`src/rtl/sevenseg_pkg.sv`:
```
// Shared 7-segment constants for the display readback blocks.
// Segment order is {a,b,c,d,e,f,g} with a in bit 6.
package sevenseg_pkg;

  localparam logic [6:0] SEG_0     = 7'h7E;
  localparam logic [6:0] SEG_1     = 7'h30;
  localparam logic [6:0] SEG_2     = 7'h6D;
  localparam logic [6:0] SEG_3     = 7'h79;
  localparam logic [6:0] SEG_4     = 7'h33;
  localparam logic [6:0] SEG_5     = 7'h5B;
  localparam logic [6:0] SEG_6     = 7'h5F;
  localparam logic [6:0] SEG_7     = 7'h70;
  localparam logic [6:0] SEG_8     = 7'h7F;
  localparam logic [6:0] SEG_9     = 7'h7B;
  localparam logic [6:0] SEG_BLANK = 7'h00;

  localparam logic [3:0] CODE_BLANK = 4'hF;
  localparam logic [3:0] CODE_ERR   = 4'hE;

  typedef enum logic {
    RD_WAIT     = 1'b0,
    RD_CAPTURED = 1'b1
  } rd_state_t;

endpackage

```
`src/rtl/seg7_pattern_decode.sv`:
```
// Combinational inverse of the 4-bit -> a..g segment decoder.
// A dark digit reads as CODE_BLANK without error; anything unrecognised is CODE_ERR with err set.
module seg7_pattern_decode
  import sevenseg_pkg::*;
(
  input  logic [6:0] pattern,
  output logic       err,
  output logic [3:0] code
);

  always_comb begin
    err  = 1'b0;
    code = CODE_ERR;
    case (pattern)
      SEG_0:     code = 4'd0;
      SEG_1:     code = 4'd1;
      SEG_2:     code = 4'd2;
      SEG_3:     code = 4'd3;
      SEG_4:     code = 4'd4;
      SEG_5:     code = 4'd5;
      SEG_6:     code = 4'd6;
      SEG_7:     code = 4'd7;
      SEG_8:     code = 4'd8;
      SEG_9:     code = 4'd9;
      SEG_BLANK: code = CODE_BLANK;
      default: begin
        code = CODE_ERR;
        err  = 1'b1;
      end
    endcase
  end

endmodule

```
`src/rtl/sevenseg_reader.sv`:
```
// Recovers per-digit codes from a multiplexed 7-segment bus, debounced per dwell, with a frame pulse.
// Define SEVENSEG_READER_SYNC_EN to pass seg_in/dig_sel through a 2-flop synchronizer first.
module sevenseg_reader
  import sevenseg_pkg::*;
#(
  parameter int DIGITS        = 4,
  parameter int STABLE_CYCLES = 3
) (
  input  logic                  clk,
  input  logic                  rst,
  input  logic [6:0]            seg_in,
  input  logic [DIGITS-1:0]     dig_sel,
  output logic [4*DIGITS-1:0]   value_out,
  output logic [DIGITS-1:0]     digit_err,
  output logic                  frame_valid
);

  localparam int CW = $clog2(STABLE_CYCLES + 1);
  localparam int SW = DIGITS + 7;
  localparam logic [CW-1:0] CNT_MAX = CW'(STABLE_CYCLES);

  logic [6:0]        seg_s;
  logic [DIGITS-1:0] sel_s;

`ifdef SEVENSEG_READER_SYNC_EN
  logic [6:0]        seg_m;
  logic [DIGITS-1:0] sel_m;

  always_ff @(posedge clk) begin
    if (rst) begin
      seg_m <= '0;
      sel_m <= '0;
      seg_s <= '0;
      sel_s <= '0;
    end else begin
      seg_m <= seg_in;
      sel_m <= dig_sel;
      seg_s <= seg_m;
      sel_s <= sel_m;
    end
  end
`else
  assign seg_s = seg_in;
  assign sel_s = dig_sel;
`endif

  rd_state_t         state;
  logic [CW-1:0]     stab_cnt;
  logic [CW-1:0]     cnt_next;
  logic [SW-1:0]     prev_sample;
  logic [SW-1:0]     sample;
  logic [DIGITS-1:0] cap_mask;
  logic [DIGITS-1:0] mask_next;
  logic              sel_onehot;
  logic              same;
  logic              capture;
  logic              dec_err;
  logic [3:0]        dec_code;

  assign sample     = {sel_s, seg_s};
  assign sel_onehot = $onehot(sel_s);
  assign same       = (sample == prev_sample);
  assign mask_next  = cap_mask | sel_s;

  seg7_pattern_decode u_decode (
    .pattern (seg_s),
    .err     (dec_err),
    .code    (dec_code)
  );

  // An invalid select never accumulates stability, so a capture always needs a fresh valid dwell.
  always_comb begin
    cnt_next = '0;
    if (!sel_onehot)
      cnt_next = '0;
    else if (!same)
      cnt_next = CW'(1);
    else if (stab_cnt == CNT_MAX)
      cnt_next = CNT_MAX;
    else
      cnt_next = stab_cnt + 1'b1;
  end

  assign capture = (state == RD_WAIT) && sel_onehot && (cnt_next == CNT_MAX);

  always_ff @(posedge clk) begin
    if (rst) begin
      state       <= RD_WAIT;
      stab_cnt    <= '0;
      prev_sample <= '0;
      cap_mask    <= '0;
      value_out   <= {DIGITS{CODE_BLANK}};
      digit_err   <= '0;
      frame_valid <= 1'b0;
    end else begin
      prev_sample <= sample;
      stab_cnt    <= cnt_next;
      frame_valid <= 1'b0;
      if (capture) begin
        for (int i = 0; i < DIGITS; i++) begin
          if (sel_s[i]) begin
            value_out[4*i +: 4] <= dec_code;
            digit_err[i]        <= dec_err;
          end
        end
        state <= RD_CAPTURED;
        // The write that completes the set both announces the frame and starts a new one.
        if (&mask_next) begin
          frame_valid <= 1'b1;
          cap_mask    <= '0;
        end else begin
          cap_mask <= mask_next;
        end
      end else if (!same || !sel_onehot) begin
        state <= RD_WAIT;
      end
    end
  end

endmodule

```
`config.mk`:
```
export PLATFORM = sky130hd
export DESIGN_NAME = sevenseg_reader
export DESIGN_NICKNAME = d
export VERILOG_FILES = /design/src/rtl/sevenseg_pkg.sv /design/src/rtl/seg7_pattern_decode.sv /design/src/rtl/sevenseg_reader.sv
export SDC_FILE = /design/constraint.sdc
export NUM_CORES = 1
export LEC_CHECK = 0
export CORE_MARGIN = 2
export CORE_UTILIZATION = 57
export CTS_BUF_LIST = sky130_fd_sc_hd__clkbuf_4 sky130_fd_sc_hd__clkbuf_8
export DETAILED_ROUTE_END_ITERATION = 16
export HOLD_SLACK_MARGIN = 0.06
export PLACE_DENSITY = 0.86
export SLEW_MARGIN = 10
export SYNTH_ARGS = -nofsm -noshare
export SYNTH_HDL_FRONTEND = slang
export SYNTH_SLANG_ARGS = --single-unit
```
`constraint.sdc`:
```
create_clock -name clk -period 8.4 [get_ports clk]
set_input_delay 0.84 -clock clk [delete_from_list [all_inputs] [get_ports clk]]
set_output_delay 0.84 -clock clk [all_outputs]
set_load 0.005 [all_outputs]
```
==> results.py, run 1 <==
metrics = {
    "floorplan": {
        "fp.dieW_um": 60.24,
        "core_area_um2": 3028,
        "die_y_um": 60.24,
        "initial_core_util_pct": 59.55,
        "dieArea_um2": 3629,
        "rows": 20,
        "io_pins": 34,
    },
    "placed_design": {
        "hpwl_mm": 3.018,
        "pre_cts_slack_ns": 4.204,
        "place_congestion": 0.8734,
        "placed_cell_area_um2": 2122,
        "io_buffers": 33,
    },
    "synth": {
        "syn_area_um2": 1803,
        "synth.area.top_cells": "dfxtp_1 (43%), xor2_1 (5.8%), a211o_1 (5.3%), nor2b_1 (4.2%), nor2_1 (3.5%)",
        "ys_seq_area_share_pct": 43.30,
        "synth_ff_type": "dfxtp_1",
        "yosys.area.top_type": "dfxtp_1",
        "avgSynthCellArea_um2": 9.746,
        "syn-num-nets": 201,
        "synth_top_cell_area_share_pct": 43.30,
        "synth_cell_types": 44,
        "async_flop_share_pct": 0,
        "syn_inst": 185,
        "synth_edf_count": 0,
        "yosysWarnings": 0,
        "synth.ff_latch_count": 39,
    },
    "detailed_routing": {
        "first_pass_iters": 4,
        "ant_nets": 0,
        "avgViaCountPerCell": 5.750,
        "wire_per_inst_um": 15.79,
        "remaining_drc_errors": 0,
        "wl_mm": 4.106,
        "vias": 1495,
        "drtIter0Drc": 73,
    },
    "sta": {
        "layout_setup_ws_ns": 4.515,
        "hold_viol_final": 0,
        "tns_ns": 0,
        "finalCritPeriodShare_pct": 46.24,
        "drv_slew": 0,
        "tightest_slew_ns": 0.5324,
        "fin_hold_ws_ns": 0.4766,
        "rsz0062_at_grt": "false",
        "max_freq_mhz": 257.4,
        "min_period_ns": 3.885,
        "setup_viol": 0,
        "relSlewSlack_pct": 64.21,
        "fin_skew_ns": 0.009938,
    },
    "clock_network": {
        "clk_latency_ns": 0.34,
        "postCtsSetupRepairBufs": 0,
        "cts.sinks": 39,
        "hold_buffers": 0,
        "cts_tree": "yes",
        "ctsHtreeMaxLevel": 2,
        "post_cts_resized": 0,
        "cts_buffers": 5,
        "clock_path_buffers": 2,
        "cts-root-buf": "clkbuf_4",
        "clkTransAtPathRegs_ns": 0.10,
    },
    "layout": {
        "antenna_cells": 0,
        "final_cell_mix": "dfxtp_1 (39), clkdlybuf4s50_1 (33), nor2_1 (17)",
        "syn_to_final_growth_pct": 21.72,
        "fin_area_um2": 2195,
        "finalNetCount": 231,
        "drive_above_1_share_pct": 7.407,
        "final_common_cell": "dfxtp_1",
        "multi_input_area_um2": 925.9,
        "seqCellArea_um2": 780.7,
        "num-fill-cells": 238,
    },
    "grt": {
        "track_usage_pct": 25.65,
        "grt_pass1_wl_mm": 6.837,
        "grt_overflow_total": 0,
        "grt_pass1_vias": 1473,
        "antenna_found_initial": 0,
        "grt_max_degree": 42,
    },
    "critical_path": {
        "reg2reg_depth": 5,
        "rr_startpoint": "prev_sample[7]",
        "setup.worst_path.start_class": "input pin",
        "arrival_ns": 4.11,
        "regToRegEndpoint": "value_out[1]",
        "cp-end-kind": "flip-flop",
        "cp_max_fo": 8,
        "criticalPathCategory": "input pin to flip-flop",
        "rrSetupSlack_ns": 6.38,
        "required_ns": 8.63,
    },
    "run_status": {
        "outcome": "complete, no violations",
    },
    "power": {
        "pwr_density_cell_nw_per_um2": 151.9,
        "p_seq_share_pct": 56.9,
        "internal-power_mw": 0.2547,
        "clock_power_share_pct": 32.7,
        "p_switching_mw": 0.07860,
        "power_switching_share_pct": 23.58,
        "irDropWorstVdd_mv": 0.1164,
        "p_leak_nw": 0.8160,
        "p_comb_share_pct": 10.4,
        "finalPower_mw": 0.3333,
    },
    "job": {
        "drv_cap": 0,
    },
    "worst_hold_path": {
        "hold_path_class": "flip-flop to flip-flop",
        "hp-start": "value_out[6]",
        "whs_endpoint": "value_out[6]",
        "hold_depth": 1,
    },
}
## synthesized netlist by cell type (all sizes together) (4+ instances only)
cell	n
buf	5
and2	4
inv	6
nand3	8
a31oi	5
a211o	11
nor4	5
nand2	4
o31ai	4
dfxtp	39
xor2	12
nor2	17
nand3b	5
nor3b	5
nor2b	12
o21a	4
nand4	5
clkbuf	6
## metal layers
metal	track usage (%)	share of wire, %	up-vias
li1	-	-	729
met1	32.08	44	718
met2	43.63	50	42
met3	5.628	4.5	6
met4	8.254	1.0	0
met5	0	0	-
## worst max-delay path, cell delays in order
cell and delay, ns:
clkdlybuf4s50_1 0.59, inv_1 0.12, fa_1 0.50, inv_1 0.05
ha_1 0.17, ha_1 0.26, or3b_1 0.52, nor4_1 0.33
nand4_1 0.34, a211o_1 0.39
## worst max-delay path by stage
stage                    start      endpoint
finish              dig_sel[3]  value_out[4]
global route        dig_sel[0]  value_out[7]
CTS                 dig_sel[3]  value_out[4]
global placement    dig_sel[3]  value_out[0]
detailed placement  dig_sel[3]  value_out[4]
floorplan           dig_sel[0]  value_out[0]
## power groups by stage
stage	Combinational [mW]	Clock (mW)	Sequential, mW
after CTS	0.0346	0.111	0.190
after global routing	0.0388	0.119	0.190
after detailed placement	0.0344	0	0.194
after floorplan	0.0232	0	0.194
after global placement	0.0329	0	0.194
final	0.0347	0.109	0.190
## stage by stage
step | util (%) | instances
2_1_floorplan | - | 185
3_3_place_gp | 70.08 | 252
3_5_place_dp | 70.08 | 252
4_1_cts | 72.48 | 260
5_1_grt | 72.48 | 260
6_report | 72.48 | 260
## logic make-up after synthesis
logic type	Yosys count	synth area share, %
buffers and inverters	17	5.343
adders and majority gates	3	2.498
DFF	39	43.30
muxes	1	0.5552
and+or+nand+nor	82	29.29
xor gates and xnor gates	12	5.829
AOI/OAI and AO/OA	31	13.18
## flip-flops by register name (all words and copies together), names as in the netlist
name / cells
frame_valid: 1
state: 1
cap_mask: 4
prev_sample: 11
stab_cnt: 2
digit_err: 4
value_out: 16
## final cells by class
cell class	count	share of cell area (%)
clock buffers	8	3.307
flip-flops and latches	39	35.58
well taps	44	2.509
inverters	6	1.026
repair buffers	34	15.39
multi-input cells	129	42.19
(Power assumes the default switching activity.)
==> run 2: changes to the inputs <==
- CORE_UTILIZATION: 57 -> 53
- PLACE_DENSITY: 0.86 -> 0.81
- clock period: 8.4 -> 3.9 ns (I/O delays scaled with it)
==> results.py, run 2 (synthesis gave the netlist of run 1 again) <==
metrics = {
    "clock_network": {
        "cts.sinks": 39,
        "clk_latency_ns": 0.36,
        "cts_tree": "yes",
        "hold_buffers": 0,
        "post_cts_resized": 0,
        "postCtsSetupRepairBufs": 0,
        "cts_buffers": 5,
        "clkTransAtPathRegs_ns": 0.12,
        "ctsHtreeMaxLevel": 2,
        "clock_path_buffers": 2,
        "cts-root-buf": "clkbuf_4",
    },
    "sta": {
        "finalCritPeriodShare_pct": 87.80,
        "setup_viol": 0,
        "tightest_slew_ns": 1.069,
        "min_period_ns": 3.424,
        "drv_slew": 0,
        "relSlewSlack_pct": 28.51,
        "layout_setup_ws_ns": 0.4759,
        "hold_viol_final": 0,
        "fin_skew_ns": 0.01429,
        "tns_ns": 0,
        "max_freq_mhz": 292.0,
        "rsz0062_at_grt": "false",
    },
    "layout": {
        "drive_above_1_share_pct": 8.257,
        "antenna_cells": 0,
        "final_cell_count_no_fill": 264,
        "num-fill-cells": 292,
        "largest_reg_flops": 16,
        "top_register": "value_out",
        "multi_input_area_um2": 925.9,
        "seqCellArea_um2": 780.7,
        "syn_to_final_growth_pct": 23.46,
        "top_regs": "value_out: 16 flops, prev_sample: 11 flops",
        "final_common_cell": "dfxtp_1",
        "final_cell_mix": "dfxtp_1 (39), clkdlybuf4s50_1 (33), nor2_1 (17)",
        "finalNetCount": 233,
    },
    "detailed_routing": {
        "remaining_drc_errors": 0,
        "avgViaCountPerCell": 5.803,
        "wl_mm": 4.255,
        "first_pass_iters": 4,
        "ant_nets": 0,
        "wire_per_inst_um": 16.12,
        "vias": 1532,
        "drtIter0Drc": 90,
    },
    "placed_design": {
        "hpwl_mm": 3.078,
        "place_congestion": 0.9139,
        "place_inst": 256,
        "pre_cts_slack_ns": 0.1388,
        "io_buffers": 33,
    },
    "critical_path": {
        "arrival_ns": 3.72,
        "cpMaxStageDelayCell": "clkdlybuf4s50_1",
        "criticalPathCategory": "input pin to flip-flop",
        "cp-end-kind": "flip-flop",
        "cp_max_fo": 8,
        "crit_path_max_incr_delay_ns": 0.59,
        "required_ns": 4.20,
        "setup.worst_path.start_class": "input pin",
        "critical_path.cell_chain": "clkdlybuf4s50_1, inv_1, fa_1, inv_1, ha_1, ha_1, or3b_1, nor4_1, nand4_1, nor3b_1, a31oi_1",
        "rrSetupSlack_ns": 1.94,
    },
    "run_status": {
        "outcome": "complete, no violations",
    },
    "floorplan": {
        "io_pins": 34,
        "fp.dieW_um": 62.33,
        "core_area_um2": 3311,
        "rows": 21,
        "dieArea_um2": 3884,
        "initial_core_util_pct": 54.46,
        "die_y_um": 62.33,
    },
    "grt": {
        "grt_overflow_total": 0,
        "grt_pass1_wl_mm": 6.975,
        "grt_max_degree": 35,
        "grt_pass1_vias": 1512,
        "track_usage_pct": 22.83,
        "antenna_found_initial": 0,
    },
    "power": {
        "pwr_density_cell_nw_per_um2": 348.3,
        "p_leak_nw": 0.8319,
        "finalPower_mw": 0.7752,
        "irDropWorstVdd_mv": 0.2394,
    },
    "job": {
        "drv_cap": 0,
    },
    "worst_hold_path": {
        "hold_path_class": "flip-flop to flip-flop",
    },
}
## run 2: cell types whose count changed in the layout (fill, tap and decap cells not counted), sizes merged
cell / previous run / this run
bufinv: 0 / 1
buf: 1 / 3
clkinv: 0 / 1
clkbuf: 8 / 6
## run 2: routing by layer
layer  part of all wire (%)  vias to the layer above  global-route usage, %
met5                      0                        -                      0
met1                     44                      731                  27.43
li1                       -                      732                      -
met3                    5.1                       10                  6.703
met2                     50                       59                  38.32
met4                    1.6                        0                  9.444
## run 2: power breakdown
| part | internal [mW] | switching, mW |
|---|---|---|
| combinational | 0.0317 | 0.0459 |
| sequential | 0.405 | 0.00334 |
| clock | 0.151 | 0.137 |
| total | 0.589 | 0.187 |
## run 2: layout make-up
cell class | instances | share of cell area, %
multi-input cells | 129 | 41.60
flip-flops and latches | 39 | 35.08
inverters | 6 | 1.012
clock inverters | 2 | 1.574
repair buffers | 36 | 15.85
clock buffers | 6 | 2.305
well taps | 46 | 2.586
## run 2: worst paths after layout
kind | endpoint | depth (start not counted) | startpoint
max | value_out[3] | 11 | dig_sel[3]
min | value_out[0] | 1 | value_out[0]
max reg2reg | value_out[10] | 5 | prev_sample[5]
min reg2reg | value_out[0] | 1 | value_out[0]
## run 2: through the flow
| stage | util [%] | cell area (um2) | hold WS, ns |
|---|---|---|---|
| 6_report | 67.23 | 2226 | 0.4765 |
| 5_1_grt | 67.23 | 2226 | 0.5010 |
| 4_1_cts | 67.23 | 2226 | 0.4767 |
| 3_5_place_dp | 64.63 | 2140 | 0.4489 |
| 3_3_place_gp | 64.63 | 2140 | 0.4442 |
| 2_1_floorplan | - | 1803 | 0.4408 |
## run 2: critical path, delay by kind of cell
family | cells | cell delay, ns
and+or+nand+nor | 4 | 1.46
adders and majority gates | 3 | 0.95
buffers and inverters | 3 | 0.75
AOI/OAI and AO/OA | 1 | 0.17
